$ cat src/rtl/univ_counter_ctrl.sv
// rtl/univ_counter_ctrl.sv - button/mode front-end producing strobes for a universal up/down counter
// Optional build macro UCC_SAT_EN: manual stepping saturates at the counter boundaries.
module univ_counter_ctrl #(
    parameter int N    = 8,
    parameter int DB_W = 20,
    parameter int PS_W = 24
) (
    input  logic         clk,
    input  logic         reset,
    input  logic         btn_up,
    input  logic         btn_dn,
    input  logic         btn_ld,
    input  logic         btn_clr,
    input  logic [N-1:0] sw_d,
    input  logic         mode,
    input  logic         cnt_max,
    input  logic         cnt_min,
    output logic         syn_clr,
    output logic         load,
    output logic         en,
    output logic         up,
    output logic [N-1:0] d,
    output logic         auto_act
);

    typedef enum logic [1:0] {MANUAL, AUTO_UP, AUTO_DN} state_t;

    state_t          state, state_n;
    logic [4:0]      raw, sync1, sync2;
    logic [3:0]      deb, deb_q, req;
    logic            req_up, req_dn, req_ld, req_clr, mode_s;
    logic [PS_W-1:0] ps;
    logic            tick;
    logic            blk_up, blk_dn;
    logic            syn_clr_n, load_n, en_n, up_n;
    logic [N-1:0]    d_n;

    assign raw = {mode, btn_clr, btn_ld, btn_dn, btn_up};

    always_ff @(posedge clk or negedge reset) begin
        if (!reset) begin
            sync1 <= '0;
            sync2 <= '0;
            deb_q <= '0;
        end else begin
            sync1 <= raw;
            sync2 <= sync1;
            deb_q <= deb;
        end
    end

    // The level only flips after 2^DB_W consecutive mismatching clocks.
    for (genvar g = 0; g < 4; g++) begin : g_db
        logic [DB_W-1:0] db_cnt;
        always_ff @(posedge clk or negedge reset) begin
            if (!reset) begin
                db_cnt <= '0;
                deb[g] <= 1'b0;
            end else if (sync2[g] == deb[g]) begin
                db_cnt <= '0;
            end else if (db_cnt == {DB_W{1'b1}}) begin
                db_cnt <= '0;
                deb[g] <= ~deb[g];
            end else begin
                db_cnt <= db_cnt + 1'b1;
            end
        end
    end

    assign req     = deb & ~deb_q;
    assign req_up  = req[0];
    assign req_dn  = req[1];
    assign req_ld  = req[2];
    assign req_clr = req[3];
    assign mode_s  = sync2[4];

    assign tick     = (state != MANUAL) && (ps == {PS_W{1'b1}});
    assign auto_act = (state != MANUAL);

`ifdef UCC_SAT_EN
    assign blk_up = cnt_max;
    assign blk_dn = cnt_min;
`else
    assign blk_up = 1'b0;
    assign blk_dn = 1'b0;
`endif

    always_ff @(posedge clk or negedge reset) begin
        if (!reset) begin
            state <= MANUAL;
            ps    <= '0;
        end else begin
            state <= state_n;
            if (state == MANUAL || state_n != state)
                ps <= '0;
            else
                ps <= ps + 1'b1;
        end
    end

    // A tick shared with a clr/ld strobe is swallowed and leaves the state alone.
    always_comb begin
        state_n = state;
        case (state)
            MANUAL:  if (mode_s) state_n = cnt_max ? AUTO_DN : AUTO_UP;
            AUTO_UP: begin
                if (!mode_s)
                    state_n = MANUAL;
                else if (tick && !req_clr && !req_ld && cnt_max)
                    state_n = AUTO_DN;
            end
            AUTO_DN: begin
                if (!mode_s)
                    state_n = MANUAL;
                else if (tick && !req_clr && !req_ld && cnt_min)
                    state_n = AUTO_UP;
            end
            default: state_n = MANUAL;
        endcase
    end

    always_comb begin
        syn_clr_n = 1'b0;
        load_n    = 1'b0;
        en_n      = 1'b0;
        up_n      = up;
        d_n       = d;
        if (req_clr) begin
            syn_clr_n = 1'b1;
        end else if (req_ld) begin
            load_n = 1'b1;
            d_n    = sw_d;
        end else begin
            case (state)
                MANUAL: begin
                    if (req_up) begin
                        if (!blk_up) begin
                            en_n = 1'b1;
                            up_n = 1'b1;
                        end
                    end else if (req_dn) begin
                        if (!blk_dn) begin
                            en_n = 1'b1;
                            up_n = 1'b0;
                        end
                    end
                end
                AUTO_UP: begin
                    if (mode_s && tick) begin
                        en_n = 1'b1;
                        up_n = ~cnt_max;
                    end
                end
                AUTO_DN: begin
                    if (mode_s && tick) begin
                        en_n = 1'b1;
                        up_n = cnt_min;
                    end
                end
                default: en_n = 1'b0;
            endcase
        end
    end

    always_ff @(posedge clk or negedge reset) begin
        if (!reset) begin
            syn_clr <= 1'b0;
            load    <= 1'b0;
            en      <= 1'b0;
            up      <= 1'b1;
            d       <= '0;
        end else begin
            syn_clr <= syn_clr_n;
            load    <= load_n;
            en      <= en_n;
            up      <= up_n;
            d       <= d_n;
        end
    end

endmodule

$ cat config.mk
export PLATFORM = sky130hd
export DESIGN_NAME = univ_counter_ctrl
export DESIGN_NICKNAME = d
export VERILOG_FILES = /design/src/rtl/univ_counter_ctrl.sv
export SDC_FILE = /design/constraint.sdc
export NUM_CORES = 1
export LEC_CHECK = 0
export CAP_MARGIN = 20
export CORE_MARGIN = 2
export CORE_UTILIZATION = 45
export CTS_CLUSTER_DIAMETER = 120
export DETAILED_ROUTE_END_ITERATION = 8
export HOLD_SLACK_MARGIN = 0.15
export PLACE_DENSITY_LB_ADDON = 0.3
export SLEW_MARGIN = 0
export SYNTH_ARGS = -nofsm -noshare
export SYNTH_HDL_FRONTEND = slang
export SYNTH_SLANG_ARGS = --single-unit
$ cat constraint.sdc
create_clock -name clk -period 2.8 [get_ports clk]
set_clock_uncertainty 0.05 [all_clocks]
set_input_delay 0.84 -clock clk [delete_from_list [all_inputs] [get_ports clk]]
set_output_delay 0.84 -clock clk [all_outputs]
set_load 0.05 [all_outputs]
==> results of run 1 <==
==> power by group <==
group          internal (mW)  leakage, nW  switching, mW
clock network           1.40        0.298          0.874
logic                  0.229         1.01          0.414
registers               2.02         1.86         0.0640
==> area by class of cell <==
class,instances,area [um^2]
Clock buffer,17,425.4
Clock inverter,15,175.2
Fill cell,1221,6329
Inverter,19,71.32
Multi-Input combinational cell,439,2756
Sequential cell,136,3405
Tap cell,180,225.2
Timing Repair Buffer,37,386.6
==> flip-flops by register name (all words and copies together), names as in the netlist, 2 cells and up <==
signal / flops
deb: 4
ps: 24
g_db.db_cnt: 80
d: 8
sync1: 5
deb_q: 4
state: 2
sync2: 5
==> logic make-up after synthesis <==
group / after synthesis / synth area share
and+or+nand+nor: 293 / 0.2323
adders and majority gates: 9 / 0.01782
AOI/OAI and AO/OA: 27 / 0.02733
xor gates and xnor gates: 95 / 0.1317
muxes: 15 / 0.02713
DFF: 136 / 0.5388
buffers and inverters: 37 / 0.02495
==> metal layers <==
layer  vias up  track usage  part of all wire
li1       2160            -                 -
met1      2174       0.2283              0.47
met2        53       0.2601              0.48
met3        20      0.03903             0.030
met4         0      0.08190             0.022
met5         -            0                 0
==> cell usage after synthesis (11+ instances only) <==
library cell and instances:
dfrtp_1 135, nor2_1 100, xnor2_1 49, xor2_1 46, nand3_1 43, nand2_1 39, nor3_1 30, inv_1 19
nand4_1 18, nor4_1 17, mux2_2 13, and3_1 11, and4_1 11
==> metrics by stage <==
step | setup WS (ns) | instance area, um^2 | power (mW)
floorplan | 0.5500 | 6319 | 2.548
global placement | 0.1310 | 6844 | 2.743
detailed placement | 0.02325 | 6844 | 2.763
CTS | 0.1032 | 7445 | 5.050
global route | 0.01865 | 7445 | 5.210
finish | 0.1323 | 7445 | 5.004
==> placed cells by master (no fill, tap or decap), types with 18 or more instances in the layout <==
| cell | instances |
|---|---|
| clkdlybuf4s50_1 | 27 |
| dfrtp_1 | 135 |
| inv_1 | 19 |
| nand2_1 | 39 |
| nand3_1 | 43 |
| nand4_1 | 18 |
| nor2_1 | 100 |
| nor3_1 | 30 |
| xnor2_1 | 49 |
| xor2_1 | 46 |
==> path summary, 6_finish.rpt <==
check,depth (start not counted),startpoint,end
max,1,up,up
min reg2reg,0,sync1[2],sync2[2]
min,0,sync1[2],sync2[2]
max in group asynchronous,2,reset,deb[1]
max reg2reg,6,state[0],ps[11]
min in group asynchronous,1,reset,g_db[1].db_cnt[10]
==> key figures, run 1 <==
Floorplanning
  – Starting Density: 0.4588
  – Io pins: 30
  – Rows: 43
  – Die X: 122.5 um
  – Core Box Area: 13770 um^2
  – Die height: 122.5 um
  – Die ar.: 15010 um^2

Final layout
  – Non-filler cells, final: 843
  – Share of cells above drive strength 1: 0.09955
  – Area grow syn2layout: 17.82%
  – Final Util: 0.5405
  – Nets: 676
  – ANT cells: 0

Place
  – Placed cell count: 811
  – Buffers on Ports: 29
  – Hpwl dp: 7539 um
  – Routability Congestion: 0.8239

Worst setup path
  – CP Cell Sequence: clkdlybuf4s50_1
  – Startpoint types: flip-flop
  – Max incr delay on CP: 0.81 ns
  – Max FO, Critical Path: 2
  – WS Path Type: flip-flop to primary output
  – Req. time, crit path: 1.91 ns
  – Crit path capture type: primary output
  – Cell at the slowest stage of the critical path: clkdlybuf4s50_1
  – Crit path arrival time: 1.78 ns
  – Buf/Inv on CP: 1
  – CP top delay family: buffers and inverters
  – Reg2Reg Setup Slack: 0.28 ns

Route
  – Antenna-violating nets left: 0
  – Vias: 4407
  – Drt first pass iters: 4
  – Post-route DRC violation count: 0
  – Initial drt markers: 387
  – WL/cell: 13.66 um
  – DRT Wirelength: 11520 um
  – Via/cell ratio: 5.228

Global route
  – Initial antenna violation count: 0
  – Grt total ovfl: 0
  – Pin count of the biggest net entering global routing: 63
  – Total GRT Usage: 0.1698
  – Vias in the first global route: 4371
  – Global-route wire length before repair: 20110 um

Synthesis
  – Post-Syn Nets: 638
  – Post-synthesis cell type count: 43
  – Predominant post-synthesis flop cell: dfrtp_1
  – Area contributors post-synth: dfrtp_1, xnor2_1, xor2_1, nor2_1, nand3_1
  – Async SR Flop Fraction: 1.000
  – Register area share after synthesis: 0.5388
  – Ys Warns: 0
  – Seq cells post-synth: 136
  – Cell area after synthesis: 6319 um^2
  – Post-synth EDFFs: 0
  – Largest area contributor in the netlist: dfrtp_1
  – Post-Syn Instances: 612
  – Post-synth top area share: 0.5347
  – Syn Area/Cell: 10.32 um^2

STA
  – Period minus WS final: 2.668 ns
  – Setup Viol. Count Final: 0
  – Worst Tran Pin Value: 0.8204 ns
  – Final period utilization: 0.9528
  – RSZ-0062 raised after global routing: no
  – Max Slew Vio Count: 0
  – Setup tns final: 0 ns
  – Hold_ws: 0.2962 ns
  – Hold Vio Cnt, Final: 0
  – Worst slew margin: 0.4501
  – FMAX: 0.3749 GHz

Clock network
  – Number of CTS-inserted buffers: 17
  – Htree depth: 4
  – CTS tree: yes
  – Clock latency on the worst-skew pair: 0.42 ns
  – Post-cts resize count: 0
  – Clock slew seen by the registers of the worst setup and hold paths: 0.06 ns
  – Clock Sinks: 136
  – Hold_buf cts: 0
  – Root buffer cell: clkbuf_16
  – Postcts setup bufs: 0
  – CTS Buffer Depth: 2

Pwr
  – Max rail drop VDD: 0.4727 mV
  – Leakage power: 3.172 nW
  – PD cells: 672.2 nW/um^2

Status
  – Outcome: complete, no violations

Worst hold path
  – HP Class: flip-flop to flip-flop

Job
  – Max-capacitance violation count: 0
(Power assumes the default switching activity.)
==> run 2: changes to the inputs <==
Settings changed: RECOVER_POWER set to 25.
==> run 2 against run 1 <==
Net effect: the flow now finishes with violations (capacitance limit, slew limit); combinational power about the same; wire length is essentially flat; sequential share of layout area about the same; first-iteration DRC count up 1.8%; final cell count unchanged; flip-flop and latch count unchanged; register-to-register slack hardly changed; setup slack hardly changed; core utilization barely moved; critical endpoint unchanged; highest routed layer unchanged.
==> key figures, run 2 (synthesis gave the netlist of run 1 again) <==
Status
  – Outcome: finished, violations left
  – Violated checks: capacitance limit, slew limit

Job
  – Max-capacitance violation count: 1 (+1)

Global route
  – Global-route wire length before repair: 20110 um (unchanged)
  – Initial antenna violation count: 0 (unchanged)
  – Grt total ovfl: 0 (unchanged)
  – Pin count of the biggest net entering global routing: 63 (unchanged)
  – Total GRT Usage: 0.1698 (unchanged)
  – Vias in the first global route: 4371 (unchanged)

STA
  – Period minus WS final: 2.668 ns (-0.00002400 ns)
  – Worst Tran Pin Value: 1.623 ns (+0.8022 ns)
  – Worst slew margin: -0.08172 (-0.5318)
  – Setup tns final: 0 ns (unchanged)
  – Setup Viol. Count Final: 0 (unchanged)
  – FMAX: 0.3749 GHz (about the same)
  – Final period utilization: 0.9527 (about the same)
  – Slack of the critical path: 0.1323 ns (+0.00002400 ns)
  – RSZ-0062 raised after global routing: no
  – Hold Vio Cnt, Final: 0 (unchanged)
  – Max Slew Vio Count: 61 (+61)

Floorplanning
  – Die height: 122.5 um (unchanged)
  – Core Box Area: 13770 um^2 (unchanged)
  – Starting Density: 0.4588 (unchanged)
  – Rows: 43 (unchanged)
  – Die ar.: 15010 um^2 (unchanged)
  – Die X: 122.5 um (unchanged)
  – Io pins: 30 (unchanged)

Final layout
  – # fillers: 1223 (+0.16%)
  – Nets: 676 (unchanged)
  – Non-filler cells, final: 843 (unchanged)
  – Share of cells above drive strength 1: 0.09955 (unchanged)
  – Multi-input gate area: 2756 um^2 (unchanged)
  – Largest reg by FF count: g_db.db_cnt
  – Biggest regs: g_db.db_cnt: 80 flops, ps: 24 flops, d: 8 flops
  – Finished Cell Area: 7438 um^2 (about the same)
  – Most frequent cells in the layout: dfrtp_1, nor2_1, xnor2_1
  – Max reg flops: 80 (unchanged)
  – Area grow syn2layout: 17.72% (about the same)
  – ANT cells: 0 (unchanged)
  – Commonest non-fill, non-tap cell in the layout: dfrtp_1
  – Sequential Area: 3405 um^2 (unchanged)

Place
  – Buffers on Ports: 29 (unchanged)
  – Hpwl dp: 7539 um (unchanged)
  – Routability Congestion: 0.8239 (unchanged)
  – Setup Slack @ Placement: 0.02325 ns (unchanged)
  – Placement Cell Area: 6844 um^2 (unchanged)
  – Placed cell count: 811 (unchanged)

Worst setup path
  – Req. time, crit path: 1.91 ns (about the same)
  – Crit path capture type: primary output
  – Buf/Inv on CP: 1 (unchanged)
  – Crit path arrival time: 1.78 ns (about the same)
  – Cell at the slowest stage of the critical path: clkdlybuf4s50_1
  – Max incr delay on CP: 0.81 ns (about the same)
  – Reg2Reg Setup Slack: 0.28 ns (about the same)
  – WS Path Type: flip-flop to primary output
  – Max FO, Critical Path: 2 (unchanged)
  – CP top delay family: buffers and inverters
  – CP Cell Sequence: clkdlybuf4s50_1
  – Startpoint types: flip-flop

Clock network
  – Postcts setup bufs: 0 (unchanged)
  – Hold_buf cts: 0 (unchanged)
  – Clock Sinks: 136 (unchanged)
  – Clock slew seen by the registers of the worst setup and hold paths: 0.06 ns (about the same)
  – CTS Buffer Depth: 2 (unchanged)
  – Clock latency on the worst-skew pair: 0.42 ns (about the same)
  – Number of CTS-inserted buffers: 17 (unchanged)
  – Post-cts resize count: 0 (unchanged)
  – CTS tree: yes
  – Htree depth: 4 (unchanged)
  – Root buffer cell: clkbuf_16

Pwr
  – PD cells: 672.6 nW/um^2 (about the same)
  – NetSw: 1.352 mW (about the same)
  – Sequential share of power: 0.417 (about the same)
  – Sw frac: 0.2702 (about the same)
  – Combinational Power Share: 0.128 (about the same)
  – Leakage power: 3.171 nW (about the same)
  – Max rail drop VDD: 0.4727 mV (about the same)
  – Pint: 3.651 mW (about the same)
  – Clk network pwr share: 0.455 (about the same)

Route
  – Post-route DRC violation count: 0 (unchanged)
  – Drt first pass iters: 4 (unchanged)
  – Initial drt markers: 394 (+1.8%)
  – Via/cell ratio: 5.229 (about the same)
  – Vias: 4408 (+0.023%)
  – WL/cell: 13.66 um (about the same)
  – DRT Wirelength: 11510 um (about the same)
  – Antenna-violating nets left: 0 (unchanged)

Worst hold path
  – HP Class: flip-flop to flip-flop
==> run 2: cell types whose count changed in the layout (fill, tap and decap cells not counted), sizes merged <==
cell,delta
clkbuf,+1
clkdlybuf4s50,-3
buf,-1
dlygate4sd3,+3
==> run 2: stage by stage <==
step | utilization | hold slack (ns) | total power, mW
6_report | 0.5401 | 0.2962 | 5.003
2_1_floorplan | - | 0.2812 | 2.548
4_1_cts | 0.5405 | 0.2997 | 5.050
5_1_grt | 0.5401 | 0.3128 | 5.209
3_3_place_gp | 0.4969 | 0.2849 | 2.743
3_5_place_dp | 0.4969 | 0.2858 | 2.763
==> run 2: final timing paths <==
path | from | end | depth (start not counted)
max | up | up | 1
min | sync1[2] | sync2[2] | 0
max reg2reg | state[0] | ps[11] | 6
min reg2reg | sync1[2] | sync2[2] | 0
max in group asynchronous | reset | g_db[3].db_cnt[2] | 1
min in group asynchronous | reset | g_db[1].db_cnt[10] | 1
==> run 2: power by group through the flow <==
stage	sequential [mW]	clock (mW)	combinational (mW)
2_1_floorplan	2.12	0	0.424
3_3_place_gp	2.12	0	0.628
3_5_place_dp	2.12	0	0.644
4_1_cts	2.09	2.32	0.644
5_1_grt	2.09	2.40	0.712
6_report	2.09	2.28	0.641
==> run 2: routing by layer <==
layer  vias to the layer above  GRT usage  wire, um
li1                       2160          -         -
met1                      2175     0.2283      5421
met4                         0    0.08190       252
met3                        20    0.03903       349
met5                         -          0         0
met2                        53     0.2601      5488
==> run 2: cell type report <==
type	instances	area share
Clock buffer	17	0.05719
Clock inverter	15	0.02355
Inverter	19	0.009588
Multi-Input combinational cell	439	0.3706
Sequential cell	136	0.4577
Tap cell	180	0.03028
Timing Repair Buffer	37	0.05114
